[src/rtl/demux1_4_dispatch_if.sv]
// Handshake bundle between the shared producer, the 1:4 dispatcher and its four consumers.
// slave = dispatcher side, master = producer/consumer (environment) side.
interface demux1_4_dispatch_if #(
    parameter int DW = 2
);
    logic          in_valid;
    logic          in_ready;
    logic [1:0]    in_sel;
    logic [DW-1:0] in_data;
    logic [DW-1:0] q0;
    logic [DW-1:0] q1;
    logic [DW-1:0] q2;
    logic [DW-1:0] q3;
    logic [3:0]    out_valid;
    logic [3:0]    out_ready;

    modport slave (
        input  in_valid, in_sel, in_data, out_ready,
        output in_ready, q0, q1, q2, q3, out_valid
    );

    modport master (
        output in_valid, in_sel, in_data, out_ready,
        input  in_ready, q0, q1, q2, q3, out_valid
    );
endinterface

[src/rtl/demux1_4_dispatch.sv]
// 1:4 dispatcher: routes one word per input handshake into one of four one-entry output channels.
// Optional macro DEMUX1_4_DISPATCH_CNT_EN adds per-channel saturating delivery counters.
module demux1_4_dispatch #(
    parameter int DW = 2
) (
    input  logic                    clk,
    input  logic                    rst_n,
    demux1_4_dispatch_if.slave      bus
`ifdef DEMUX1_4_DISPATCH_CNT_EN
    ,
    input  logic                    cnt_clr,
    output logic [31:0]             dlv_cnt
`endif
);

    logic [1:0]    ch;
    logic          ready;
    logic [3:0]    load;
    logic [3:0]    drain;
    logic [3:0]    valid_q;
    logic [3:0]    valid_d;
    logic [DW-1:0] data_q [4];
    logic [DW-1:0] data_d [4];

    // Channel map mirrors the 4:1 selector encoding: sel is the bitwise inverse of the channel index.
    always_comb begin
        ch = 2'd0;
        case (bus.in_sel)
            2'b00:   ch = 2'd3;
            2'b01:   ch = 2'd2;
            2'b10:   ch = 2'd1;
            2'b11:   ch = 2'd0;
            default: ch = 2'd0;
        endcase
    end

    always_comb begin
        ready   = ~valid_q[ch] | bus.out_ready[ch];
        load    = 4'b0000;
        if (bus.in_valid && ready) begin
            load[ch] = 1'b1;
        end
        drain   = valid_q & bus.out_ready;
        valid_d = (valid_q & ~drain) | load;
        for (int k = 0; k < 4; k++) begin
            data_d[k] = load[k] ? bus.in_data : data_q[k];
        end
    end

    always_ff @(posedge clk or negedge rst_n) begin
        if (!rst_n) begin
            valid_q <= 4'b0000;
            for (int k = 0; k < 4; k++) begin
                data_q[k] <= '0;
            end
        end else begin
            valid_q <= valid_d;
            for (int k = 0; k < 4; k++) begin
                data_q[k] <= data_d[k];
            end
        end
    end

    assign bus.in_ready  = ready;
    assign bus.out_valid = valid_q;
    assign bus.q0        = data_q[0];
    assign bus.q1        = data_q[1];
    assign bus.q2        = data_q[2];
    assign bus.q3        = data_q[3];

`ifdef DEMUX1_4_DISPATCH_CNT_EN
    logic [7:0] cnt_q [4];
    logic [7:0] cnt_d [4];

    // Clear wins over a same-cycle delivery; counters stick at 8'hFF.
    always_comb begin
        for (int j = 0; j < 4; j++) begin
            cnt_d[j] = cnt_q[j];
            if (cnt_clr) begin
                cnt_d[j] = 8'h00;
            end else if (drain[j] && (cnt_q[j] != 8'hFF)) begin
                cnt_d[j] = cnt_q[j] + 8'h01;
            end
        end
    end

    always_ff @(posedge clk or negedge rst_n) begin
        if (!rst_n) begin
            for (int j = 0; j < 4; j++) begin
                cnt_q[j] <= 8'h00;
            end
        end else begin
            for (int j = 0; j < 4; j++) begin
                cnt_q[j] <= cnt_d[j];
            end
        end
    end

    assign dlv_cnt = {cnt_q[3], cnt_q[2], cnt_q[1], cnt_q[0]};
`endif

endmodule

[src/flat_wrapper.sv]
// flat-port wrapper written by rule: the top's interface ports become plain ports
module demux1_4_dispatch_flat 
#(
    parameter int DW = 2
)
  (clk, rst_n, bus_in_valid, bus_in_sel, bus_in_data, bus_out_ready, bus_in_ready, bus_q0, bus_q1, bus_q2, bus_q3, bus_out_valid);
  demux1_4_dispatch_if #(.DW(DW)) bus_i ();
  input  logic clk;
  input  logic rst_n;
  input wire logic [$bits(bus_i.in_valid)-1:0] bus_in_valid;
  input wire logic [$bits(bus_i.in_sel)-1:0] bus_in_sel;
  input wire logic [$bits(bus_i.in_data)-1:0] bus_in_data;
  input wire logic [$bits(bus_i.out_ready)-1:0] bus_out_ready;
  output wire logic [$bits(bus_i.in_ready)-1:0] bus_in_ready;
  output wire logic [$bits(bus_i.q0)-1:0] bus_q0;
  output wire logic [$bits(bus_i.q1)-1:0] bus_q1;
  output wire logic [$bits(bus_i.q2)-1:0] bus_q2;
  output wire logic [$bits(bus_i.q3)-1:0] bus_q3;
  output wire logic [$bits(bus_i.out_valid)-1:0] bus_out_valid;
  assign bus_i.in_valid = bus_in_valid;
  assign bus_i.in_sel = bus_in_sel;
  assign bus_i.in_data = bus_in_data;
  assign bus_i.out_ready = bus_out_ready;
  assign bus_in_ready = bus_i.in_ready;
  assign bus_q0 = bus_i.q0;
  assign bus_q1 = bus_i.q1;
  assign bus_q2 = bus_i.q2;
  assign bus_q3 = bus_i.q3;
  assign bus_out_valid = bus_i.out_valid;
  demux1_4_dispatch #(.DW(DW)) u_core (.clk(clk), .rst_n(rst_n), .bus(bus_i));
endmodule
[config.mk]
export PLATFORM = sky130hd
export DESIGN_NAME = demux1_4_dispatch_flat
export DESIGN_NICKNAME = d
export VERILOG_FILES = /design/src/rtl/demux1_4_dispatch_if.sv /design/src/rtl/demux1_4_dispatch.sv /design/src/flat_wrapper.sv
export SDC_FILE = /design/constraint.sdc
export NUM_CORES = 1
export LEC_CHECK = 0
export ABC_AREA = 1
export BUFFER_PORTS_ARGS = -buffer_cell sky130_fd_sc_hd__buf_4
export CORE_MARGIN = 2
export CORE_UTILIZATION = 38
export CTS_CLUSTER_DIAMETER = 100
export DETAILED_ROUTE_END_ITERATION = 6
export GPL_TIMING_DRIVEN = 0
export PLACE_DENSITY = 0.69
export SYNTH_ARGS = -nofsm -noshare
export SYNTH_HDL_FRONTEND = slang
export SYNTH_SLANG_ARGS = --single-unit
[constraint.sdc]
create_clock -name clk -period 1.7 [get_ports clk]
set_clock_uncertainty 0.15 [all_clocks]
set_input_delay 0.085 -clock clk [delete_from_list [all_inputs] [get_ports clk]]
set_output_delay 0.085 -clock clk [all_outputs]
set_load 0.1 [all_outputs]
# == Word level (Yosys, flattened, before mapping) ==
# Index checks and enable logic that the tools add are counted.
# totals
reg_bits,12
elab_cells,27
output_inout_bits,13
# op_classes
n_reduce_logical,3
eq_ne,3
mux,8
order_cmp,2
n_bitwise,6
# op_table
cell,count
AND 4 bit,2
one-hot mux 2 bit (4 select lines),1
binary-select mux 1 bit (select 2 bit),2
equality test 2 bit (second input constant),2
two-way mux 4 bit,1
inverter 4 bit,1
OR 4 bit,1
< comparator 2 x 3 -> 1 bit (second input constant),1
two-way mux 1 bit,3
demux 1 bit (select 2 bit),1
equality test 2 x 1 -> 1 bit (second input constant),1
greater-or-equal comparator 2 x 1 -> 1 bit (second input constant),1
logical AND 1 bit,2
logical NOT 2 bit,1
inverter 1 bit,1
OR 1 bit,1

# == Depth between registers and ports, before layout ==
# Gate-level depths: netlist of run 1.
# depth
depth_word,9
mapped_depth,11
depth_no_buf,9

# == Worst setup path before layout of run 1 ==
# No wires, ideal clock.
# synth_timing
path_type,register to register
from,register u_core.valid_q[0] (netlist: u_core.bus.out_valid[0])
to,"register u_core.data_q, in the netlist u_core.bus.q2[0]"
stages_incl_launch_ff,10
period_less_slack_ps,1911
t_arrival_ps,1695
n_path_buf,1
path_slack_ps,-211
setup_ps,67
path_cell_list,dfrtp_1 nand2_1 nand2_1 nand2_1 nand2_1 nand2_2 buf_6 nand3_4 nand2_1 nand2_1
# synth_between
elab_chain_len,6
# synth_rtl
item,line_no,text
"start, declared",demux1_4_dispatch.sv:20,logic [3:0] valid_q;
"start signal, assigned",demux1_4_dispatch.sv:57,valid_q <= valid_d;
binary-select mux 1 bit (select 2 bit),demux1_4_dispatch.sv:38,ready = ~valid_q[ch] | bus.out_ready[ch];
two-way mux 1 bit (not written as such),demux1_4_dispatch.sv:38,
inverter 1 bit,demux1_4_dispatch.sv:38,
OR 1 bit,demux1_4_dispatch.sv:38,
net bus_in_ready,flat_wrapper.sv:14,output wire logic [$bits(bus_i.in_ready)-1:0] bus_in_ready;
logical AND 1 bit,demux1_4_dispatch.sv:40,if (bus.in_valid && ready) begin
two-way mux 4 bit,demux1_4_dispatch.sv:40,
"end signal, assigned by index",demux1_4_dispatch.sv:59,data_q[k] <= data_d[k];
"end, declared",demux1_4_dispatch.sv:22,logic [DW-1:0] data_q [4];
# The timed path passes the listed nets, and every way through them passes these cells. The select of a mux whose other input is x is not followed.
# A chain may end at the register's enable or synchronous reset.

# == Worst setup path in the final report of run 1 ==
# layout_timing
from,input bus_out_ready[0]
to,output bus_in_ready
# layout_between
elab_chain_len,3
# layout_rtl
item,line_no,text
"start, declared",flat_wrapper.sv:13,input wire logic [$bits(bus_i.out_ready)-1:0] bus_out_ready;
binary-select mux 1 bit (select 2 bit),demux1_4_dispatch.sv:38,
two-way mux 1 bit (not written as such),demux1_4_dispatch.sv:38,
OR 1 bit,demux1_4_dispatch.sv:38,
"end, declared",flat_wrapper.sv:14,
# No other way between the ends. The select of a mux whose other input is x is not followed.

==> results of run 1 <==
[metal layers]
metal  vias to the layer above  track usage [%]  share of wire (%)
met1                       286             22.9                 46
met5                         -                0                  0
met4                         0             9.09                2.3
met3                         5             5.31                7.6
li1                        317                -                  -
met2                        23             25.6                 44
[layout make-up]
type | instances | area share (%)
Clock buffer | 4 | 3.76
Sequential cell | 12 | 32.6
Multi-Input combinational cell | 53 | 27.2
Timing Repair Buffer | 33 | 28.8
Tap cell | 16 | 2.07
Inverter | 7 | 2.72
Buffer | 3 | 2.85
[kinds of logic (layout without fill, tap and decap cells)]
logic type,Yosys count,after routing,synth area share (%)
AO/OA/AOI/OAI,4,4,3.24
buffers and inverters,10,47,8.72
flip-flops,12,12,48.7
AND/OR/NAND/NOR,49,49,39.4
[worst max path at each step]
stage	startpoint	endpoint	cells after the start
after floorplan	u_core.bus.out_valid[0]	u_core.bus.q2[0]	9
after global placement	u_core.bus.out_valid[2]	bus_in_ready	7
after detailed placement	u_core.bus.out_valid[0]	bus_in_ready	7
after CTS	u_core.bus.out_valid[0]	bus_in_ready	7
after global routing	u_core.bus.out_valid[0]	bus_in_ready	7
final	bus_out_ready[0]	bus_in_ready	8
[worst reg2reg max path, delay by kind of cell, from the launching register on]
family,cells,cell delay [ps]
buffers and inverters,2,250
flip-flops,1,480
AND/OR/NAND/NOR,8,490
[cell usage after synthesis]
cell type	n
o21ai_0	3
nand3_2	1
dfrtp_1	12
nor2_2	2
buf_6	2
buf_2	1
inv_2	2
nand4_1	8
nand2_2	3
nand3_4	1
o21ai_1	1
nand2_1	27
inv_1	5
nand3_1	5
nor2_1	2
[registers in the layout, summed over array words and instances, names as in the netlist]
register / count
u_core.bus.q2: 2
u_core.bus.out_valid: 4
u_core.bus.q3: 2
u_core.bus.q1: 2
u_core.bus.q0: 2
[power by group]
| group | leakage (nW) | switching, mW | total [mW] | internal [mW] |
|---|---|---|---|---|
| Sequential | 0.146 | 0.0272 | 0.364 | 0.337 |
| Clock | 0.0210 | 0.0999 | 0.230 | 0.130 |
| Combinational | 0.336 | 0.462 | 0.599 | 0.137 |
| Total | 0.503 | 0.589 | 1.19 | 0.605 |
[stage by stage]
stage | cells | setup TNS (ps) | util, % | instance area, um2 | hold WS [ps]
6_report | 128 | 0 | 64.1 | 966 | 2.29
5_1_grt | 128 | -2.65 | 64.1 | 966 | 16.3
4_1_cts | 124 | 0 | 61.8 | 931 | 3.74
3_5_place_dp | 113 | 0 | 54.2 | 817 | -214
3_3_place_gp | 113 | 0 | 54.2 | 817 | -220
2_1_floorplan | 75 | 0 | - | 632 | -361
[what timing repair did]
item                                    CTS  global route
pin swaps                                 0             2
hold buffers                              7             0
endpoints found under the hold margin    24             0
setup buffers                             0             4
endpoints found under the setup margin    1             1
resized for setup                         2             1
==> qor.yml, run 1 <==
regToRegStartpoint: "u_core.bus.out_valid[0]"
worst_pin_slew_ps: 303
wl_per_cell_um: 11.4
layout-area-overhead-vs-synth_pct: 56.6
ir_drop_v: 0.000692
crit_arrival_ps: 1370
ctsRootBufferMaster: "clkbuf_4"
track_usage_pct: 17.4
avgSynthCellArea_um2: 8.22
r2r_cells: 10
yosysWarnings: 0
synth.area.top_cells: "dfrtp_1 49%, nand2_1 16%, nand4_1 8.1%"
final-setup-viol-count: 0
die_area_um2: 1960
timing.fmax_mhz: 621
worstSetupPathType: "in2out"
slowest_delay_ps: 540
outcome: "completed"
hold_end: "u_core.bus.q3[1]"
hold_violations: 0
worstReg2RegEnd: "u_core.bus.q2[0]"
fp.dieW_um: 44.3
initial_core_util_pct: 40.9
layout_common_cells: "27 x nand2_1, 25 x buf_4, 8 x nand4_1, 8 x dfrtp_1, 7 x dlygate4sd3_1"
path_cells: "dlygate4sd3_1 > buf_4 > nand3_1 > nand2_1 > nor2_2 > nand2_2 > buf_6 > buf_12"
fin_ws_ps: 90.9
die_h_um: 44.3
cts_sinks: 12
drc: 0
worst_slew_margin_rel_pct: 79.7
grt_pass1_wl_um: 2460
critPathMaxFanout: 7
post-route-period-util_pct: 94.7
syn_nets: 86
hpwlAfterDp_um: 1060
nNetsFinal: 124
fill_cells: 145
crit_slowest_cell: "dlygate4sd3_1"
clockBufferDepth: 2
yosysTopAreaCellShare_pct: 48.7
ios: 24
slew_violations: 0
drtAntennaViolNets: 0
rows: 14
dp_slack_ps: 237
yosysSeqAreaShare_pct: 48.7
crit_family: "buffers and inverters"
drtPass1Iterations: 4
antenna_cells: 0
cp.required_ps: 1460
finalPower_mw: 1.19
drt_wl_total_um: 1470
insertion_delay_ps: 280
hold_class: "in2reg"
crit_buf_inv: 4
grt_overflow: 0
drt_iter0_markers: 13
final_common_cell: "nand2_1"
min_from: "bus_in_sel[0]"
syn_inst: 75
synth.distinct_cells: 15
dr_total_vias: 631
drv_cap: 0
ys_seq_elements: 12
holdPathStages: 4
grt_start_max_net_pins: 13
netlist_area_um2: 617
post-route-min-period_ps: 1610
start_kind: "input pin"
routed_via_density: 4.93
cts_tree: "yes"
grt_pass1_vias: 572
cts_buffers: 3
drive_above_1_share_pct: 41.1
synth.largest_area_cell: "dfrtp_1"
multi_input_area_um2: 263
cts_max_level: 1
p_per_area_nw_per_um2: 1240
rrSetupSlack_ps: 220
path_clk_slew_ps: 80
crit_path_end_kind: "primary output"
grt_antenna_before_repair: 0
portBuffers: 22
core_area_um2: 1510
gp_congestion: 0.795
seqCellArea_um2: 315
leakage_nw: 0.503
(Power assumes the default switching activity.)
==> inputs of run 2 (changes only) <==
==> constraint.sdc (replaced) <==
create_clock -name clk -period 1.7 [get_ports clk]
set_clock_uncertainty 0.15 [all_clocks]
set_input_delay 0.34 -clock clk [delete_from_list [all_inputs] [get_ports clk]]
set_output_delay 0.34 -clock clk [all_outputs]
set_load 0.1 [all_outputs]
==> qor.yml, run 2 (synthesis gave the netlist of run 1 again) <==
cp.required_ps: 1210  # -250 ps
initial_core_util_pct: 40.9  # unchanged
layout_common_cells: "29 x buf_4, 24 x nand2_1, 8 x nand4_1, 8 x dfrtp_1, 6 x nand2_2"
crit_buf_inv: 2  # -2
drive_above_1_share_pct: 48.2  # +7.1 points
start_kind: "register"
dp.cells: 113  # unchanged
hold_ws_ps: 82.1  # +79.8 ps
drc: 0  # unchanged
post-route-period-util_pct: 106  # +11 points
comb_power_share_pct: 50.4  # +0.2 points
crit_arrival_ps: 1300  # -70 ps
cts_tree: "yes"
drt_wl_total_um: 1460  # -0.68%
portBuffers: 22  # unchanged
grt_overflow: 0  # unchanged
ctsRootBufferMaster: "clkbuf_4"
cts_max_level: 1  # unchanged
leakage_nw: 0.501  # -0.48%
worstSetupPathType: "reg2out"
drv_cap: 0  # unchanged
finish.instance_area_um2: 943  # -2.3%
routed_via_density: 4.92  # -0.18%
track_usage_pct: 17.1  # -0.34 points
cts_sinks: 12  # unchanged
p_clk_share_pct: 19.1  # -0.2 points
core_area_um2: 1510  # unchanged
crit_family: "flip-flops"
worst_pin_slew_ps: 298  # -5.15 ps
p_per_area_nw_per_um2: 1270  # +2.6%
seqCellArea_um2: 315  # unchanged
path_cells: "nand2_2 > nand2_1 > nand2_1 > nand2_1 > nand2_2 > buf_6 > buf_12"
worst_slew_margin_rel_pct: 80.1  # +0.34 points
timing.fmax_mhz: 557  # -10%
antenna_cells: 0  # unchanged
switchingPower_uw: 590  # +0.20%
hpwlAfterDp_um: 1060  # unchanged
largest_reg_flops: 4  # unchanged
multi_input_area_um2: 270  # +2.9%
die_h_um: 44.3  # unchanged
drtAntennaViolNets: 0  # unchanged
layout-area-overhead-vs-synth_pct: 52.9
wl_per_cell_um: 11.5  # +0.89%
gp_congestion: 0.795  # unchanged
die_area_um2: 1960  # unchanged
grt_pass1_wl_um: 2440  # -0.57%
slew_violations: 0  # unchanged
cts_buffers: 3  # unchanged
grt_antenna_before_repair: 0  # unchanged
p_seq_share_pct: 30.4  # about the same
ios: 24  # unchanged
dpl_cell_area_um2: 817  # unchanged
drt_iter0_markers: 9  # -4
final-setup-viol-count: 1  # +1
hold_violations: 0  # unchanged
insertion_delay_ps: 270  # about the same
path_clk_slew_ps: 80  # about the same
switching_share_pct: 49.3  # about the same
nNetsFinal: 122  # -1.6%
fp.dieW_um: 44.3  # unchanged
critPathMaxFanout: 2  # -5
grt_start_max_net_pins: 13  # unchanged
fin_ws_ps: -94.8  # -186 ps
crit_path_end_kind: "primary output"
cell_internal_pwr_uw: 606  # +0.25%
fill_cells: 149  # +2.8%
final_cells: 126  # -1.6%
clockBufferDepth: 2  # unchanged
hold_class: "in2reg"
grt_pass1_vias: 569  # -0.52%
crit_slowest_cell: "dfrtp_4"
dr_total_vias: 620  # -1.7%
slowest_delay_ps: 480  # -60 ps
outcome: "finished, violations left"
ir_drop_v: 0.000734  # +6.1%
rows: 14  # unchanged
drtPass1Iterations: 4  # unchanged
rsz0062_at_grt: "true"
crit_top_cell: "nand2_1"
violations: "negative setup slack"
post-route-min-period_ps: 1790  # +186 ps
final_common_cell: "buf_4"
[run 2: changes by cell type in the layout (fill, tap and decap cells not counted)]
cell,before,now
buf_4,25,29
dlygate4sd3_1,7,1
nand2_1,27,24
nand2_2,3,6
[run 2: timing repair]
action	CTS	global route
endpoints found under the setup margin	1	1
gates resized for setup	4	2
hold buffers	1	0
setup buffers	8	0
endpoints found under the hold margin	12	0
cloned	0	0
pin swaps	5	2
[run 2: through the flow]
step	power (mW)	worst slack (ps)	util (%)	TNS, ps
after detailed placement	0.942	-128	54.2	-128
after CTS	1.20	-101	62.3	-101
after global routing	1.25	-186	62.6	-186
after global placement	0.936	-122	54.2	-122
after floorplan	0.810	2.03	-	0
final	1.20	-94.8	62.6	-94.8
[run 2: final timing paths]
check                                   startpoint                      end  slack, ps  cells after the start
max in group asynchronous                    rst_n  u_core.bus.out_valid[2]        940                      2
setup reg to reg           u_core.bus.out_valid[0]  u_core.bus.out_valid[3]        140                     10
hold / removal                    bus_out_ready[2]  u_core.bus.out_valid[2]         80                      2
min in group asynchronous                    rst_n         u_core.bus.q0[0]        290                      2
hold reg to reg                   u_core.bus.q1[0]         u_core.bus.q1[0]        330                      2
setup / recovery           u_core.bus.out_valid[0]             bus_in_ready        -90                      7
[run 2: layer usage]
metal | up-vias | part of all wire [%] | routed length (um) | global-route usage [%]
met4 | 0 | 2.0 | 29 | 9.09
met3 | 5 | 7.3 | 106 | 2.86
met1 | 281 | 48 | 694 | 23.2
met5 | - | 0 | 0 | 0
met2 | 19 | 43 | 624 | 25.9
li1 | 315 | - | - | -
[run 2: power groups by stage]
stage	combinational, mW	sequential, mW	clock, mW
after floorplan	0.0960	0.714	0
after global placement	0.568	0.368	0
after detailed placement	0.570	0.371	0
after CTS	0.606	0.364	0.234
after global routing	0.629	0.371	0.249
final	0.603	0.364	0.229
[run 2: area by class of cell]
| class | instances | share of cell area [%] |
|---|---|---|
| clock buffer | 4 | 3.85 |
| multi-input combinational | 53 | 28.6 |
| buffer | 3 | 2.92 |
| sequential | 12 | 33.4 |
| inverter | 7 | 2.79 |
| timing repair buffer | 31 | 26.3 |
| tap | 16 | 2.12 |
==> inputs of run 3 (changes only) <==
CORE_MARGIN = 4   (was 2)
==> qor.yml, run 3 (synthesis gave the netlist of run 1 again) <==
start_kind: "register"
grt_antenna_before_repair: 0  # unchanged
dr_total_vias: 613  # -1.1%
finish.instance_area_um2: 936  # -0.80%
cts_sinks: 12  # unchanged
path_clk_slew_ps: 70  # about the same
grt_pass1_vias: 600  # +5.4%
crit_arrival_ps: 1250  # -50 ps
r2r_cells: 11  # +1
fin_ws_ps: -44.8  # +50.1 ps
nNetsFinal: 121  # -0.82%
layout_common_cells: "28 x buf_4, 24 x nand2_1, 8 x nand4_1, 8 x dfrtp_1, 6 x nand2_2"
worstSetupPathType: "reg2out"
dp.cells: 113  # unchanged
track_usage_pct: 16.2  # -0.87 points
min_from: "bus_out_ready[2]"
outcome: "finished, violations left"
timing.fmax_mhz: 573  # +2.9%
leakage_nw: 0.496  # -0.87%
post-route-min-period_ps: 1740  # -50.1 ps
hold_violations: 0  # unchanged
worst_pin_slew_ps: 305  # +7.74 ps
hold_class: "in2reg"
drc: 0  # unchanged
portBuffers: 22  # unchanged
cts_tree: "yes"
drtAntennaViolNets: 0  # unchanged
dpl_cell_area_um2: 817  # unchanged
cts_max_level: 1  # unchanged
routed_via_density: 4.90  # -0.34%
holdPathStages: 2  # unchanged
hold_end: "u_core.bus.out_valid[2]"
largest_reg_flops: 4  # unchanged
finalPower_mw: 1.19  # -0.36%
initial_core_util_pct: 40.5  # -0.47 points
antenna_cells: 0  # unchanged
rrSetupSlack_ps: 110  # -30 ps
drt_wl_total_um: 1510  # +3.6%
ios: 24  # unchanged
grt_overflow: 0  # unchanged
ir_drop_v: 0.000749  # +2.1%
rsz0062_at_grt: "true"
p_per_area_nw_per_um2: 1270  # +0.44%
layout-area-overhead-vs-synth_pct: 51.7
highest_layer: "met4"
dr_wl_met2_um: 620  # -0.64%
cts_buffers: 3  # unchanged
drv_cap: 0  # unchanged
drt_iter0_markers: 2  # -7
dr_wl_met3_um: 121  # +14%
post-route-period-util_pct: 103  # -2.9 points
final_cells: 125  # -0.79%
wl_per_cell_um: 12.1  # +4.5%
violations: "negative setup slack"
ctsRootBufferMaster: "clkbuf_4"
die_area_um2: 2330  # +19%
dp_slack_ps: -130  # -2.39 ps
worst_slew_margin_rel_pct: 79.6  # -0.52 points
drive_above_1_share_pct: 47.7  # -0.48 points
gp_congestion: 0.796  # +0.15%
final_common_cell: "buf_4"
grt_pass1_wl_um: 2510  # +2.8%
wl_met1_um: 734  # +5.8%
slew_violations: 0  # unchanged
hpwlAfterDp_um: 1090  # +2.6%
final-setup-viol-count: 1  # unchanged
fin_setup_tns_ps: -44.8  # +50.1 ps
clockBufferDepth: 2  # unchanged
drtPass1Iterations: 2  # -2
critPathMaxFanout: 3  # +1
die_h_um: 48.3  # +9.0%
fp.dieW_um: 48.3  # +9.0%
regToRegStartpoint: "u_core.bus.out_valid[0]"
core_area_um2: 1520  # +1.2%
insertion_delay_ps: 280  # about the same
worstReg2RegEnd: "u_core.bus.q2[1]"
grt_start_max_net_pins: 13  # unchanged
crit_path_end_kind: "primary output"
cp.required_ps: 1210  # about the same
rows: 14  # unchanged
-- run 3: metrics by stage --
stage | hold WS [ps] | utilization, %
2_1_floorplan | -106 | -
3_3_place_gp | 36.3 | 53.6
3_5_place_dp | 38.5 | 53.6
4_1_cts | 76.8 | 61.1
5_1_grt | 75.4 | 61.4
6_report | 84.8 | 61.4
-- run 3: how the worst max path moves through the flow --
stage | to | depth (start not counted) | slack (ps) | startpoint
CTS | bus_in_ready | 7 | -100 | u_core.bus.out_valid[2]
global placement | bus_in_ready | 8 | -120 | bus_in_sel[1]
global route | bus_in_ready | 6 | -120 | u_core.bus.out_valid[0]
floorplan | bus_in_ready | 6 | 2 | u_core.bus.out_valid[0]
finish | bus_in_ready | 6 | -40 | u_core.bus.out_valid[0]
detailed placement | bus_in_ready | 8 | -130 | bus_in_sel[1]
-- run 3: layer usage --
layer  up-vias  global-route usage (%)
li1        313                       -
met1       277                    21.9
met2        20                    21.6
met3         3                    5.90
met4         0                    9.68
met5         -                       0
-- run 3: cell type report --
cell class	count	area, um2
plain buffers	2	16.3
clock buffers	4	36.3
fillers	151	588
inverters	7	26.3
multi-input cells	53	270
flip-flops and latches	12	315
well taps	16	20.0
repair buffers	31	251
-- run 3: power by group --
part,switching (mW),internal (mW)
clock,0.0958,0.130
combinational,0.466,0.137
sequential,0.0255,0.337
-- run 3: what timing repair did --
item	4_1_cts	5_1_grt
endpoints found under the setup margin	1	1
buffers inserted	7	1
pin swaps	5	1
hold buffers	1	0
gates resized for setup	4	3
endpoints found under the hold margin	12	0
-- run 3: critical path, stage by stage (launching register included) --
cell	delay [ps]
dfrtp_4	480
nand2_2	50
nand2_1	40
nand2_1	50
nand2_1	60
nand2_2	110
buf_12	180
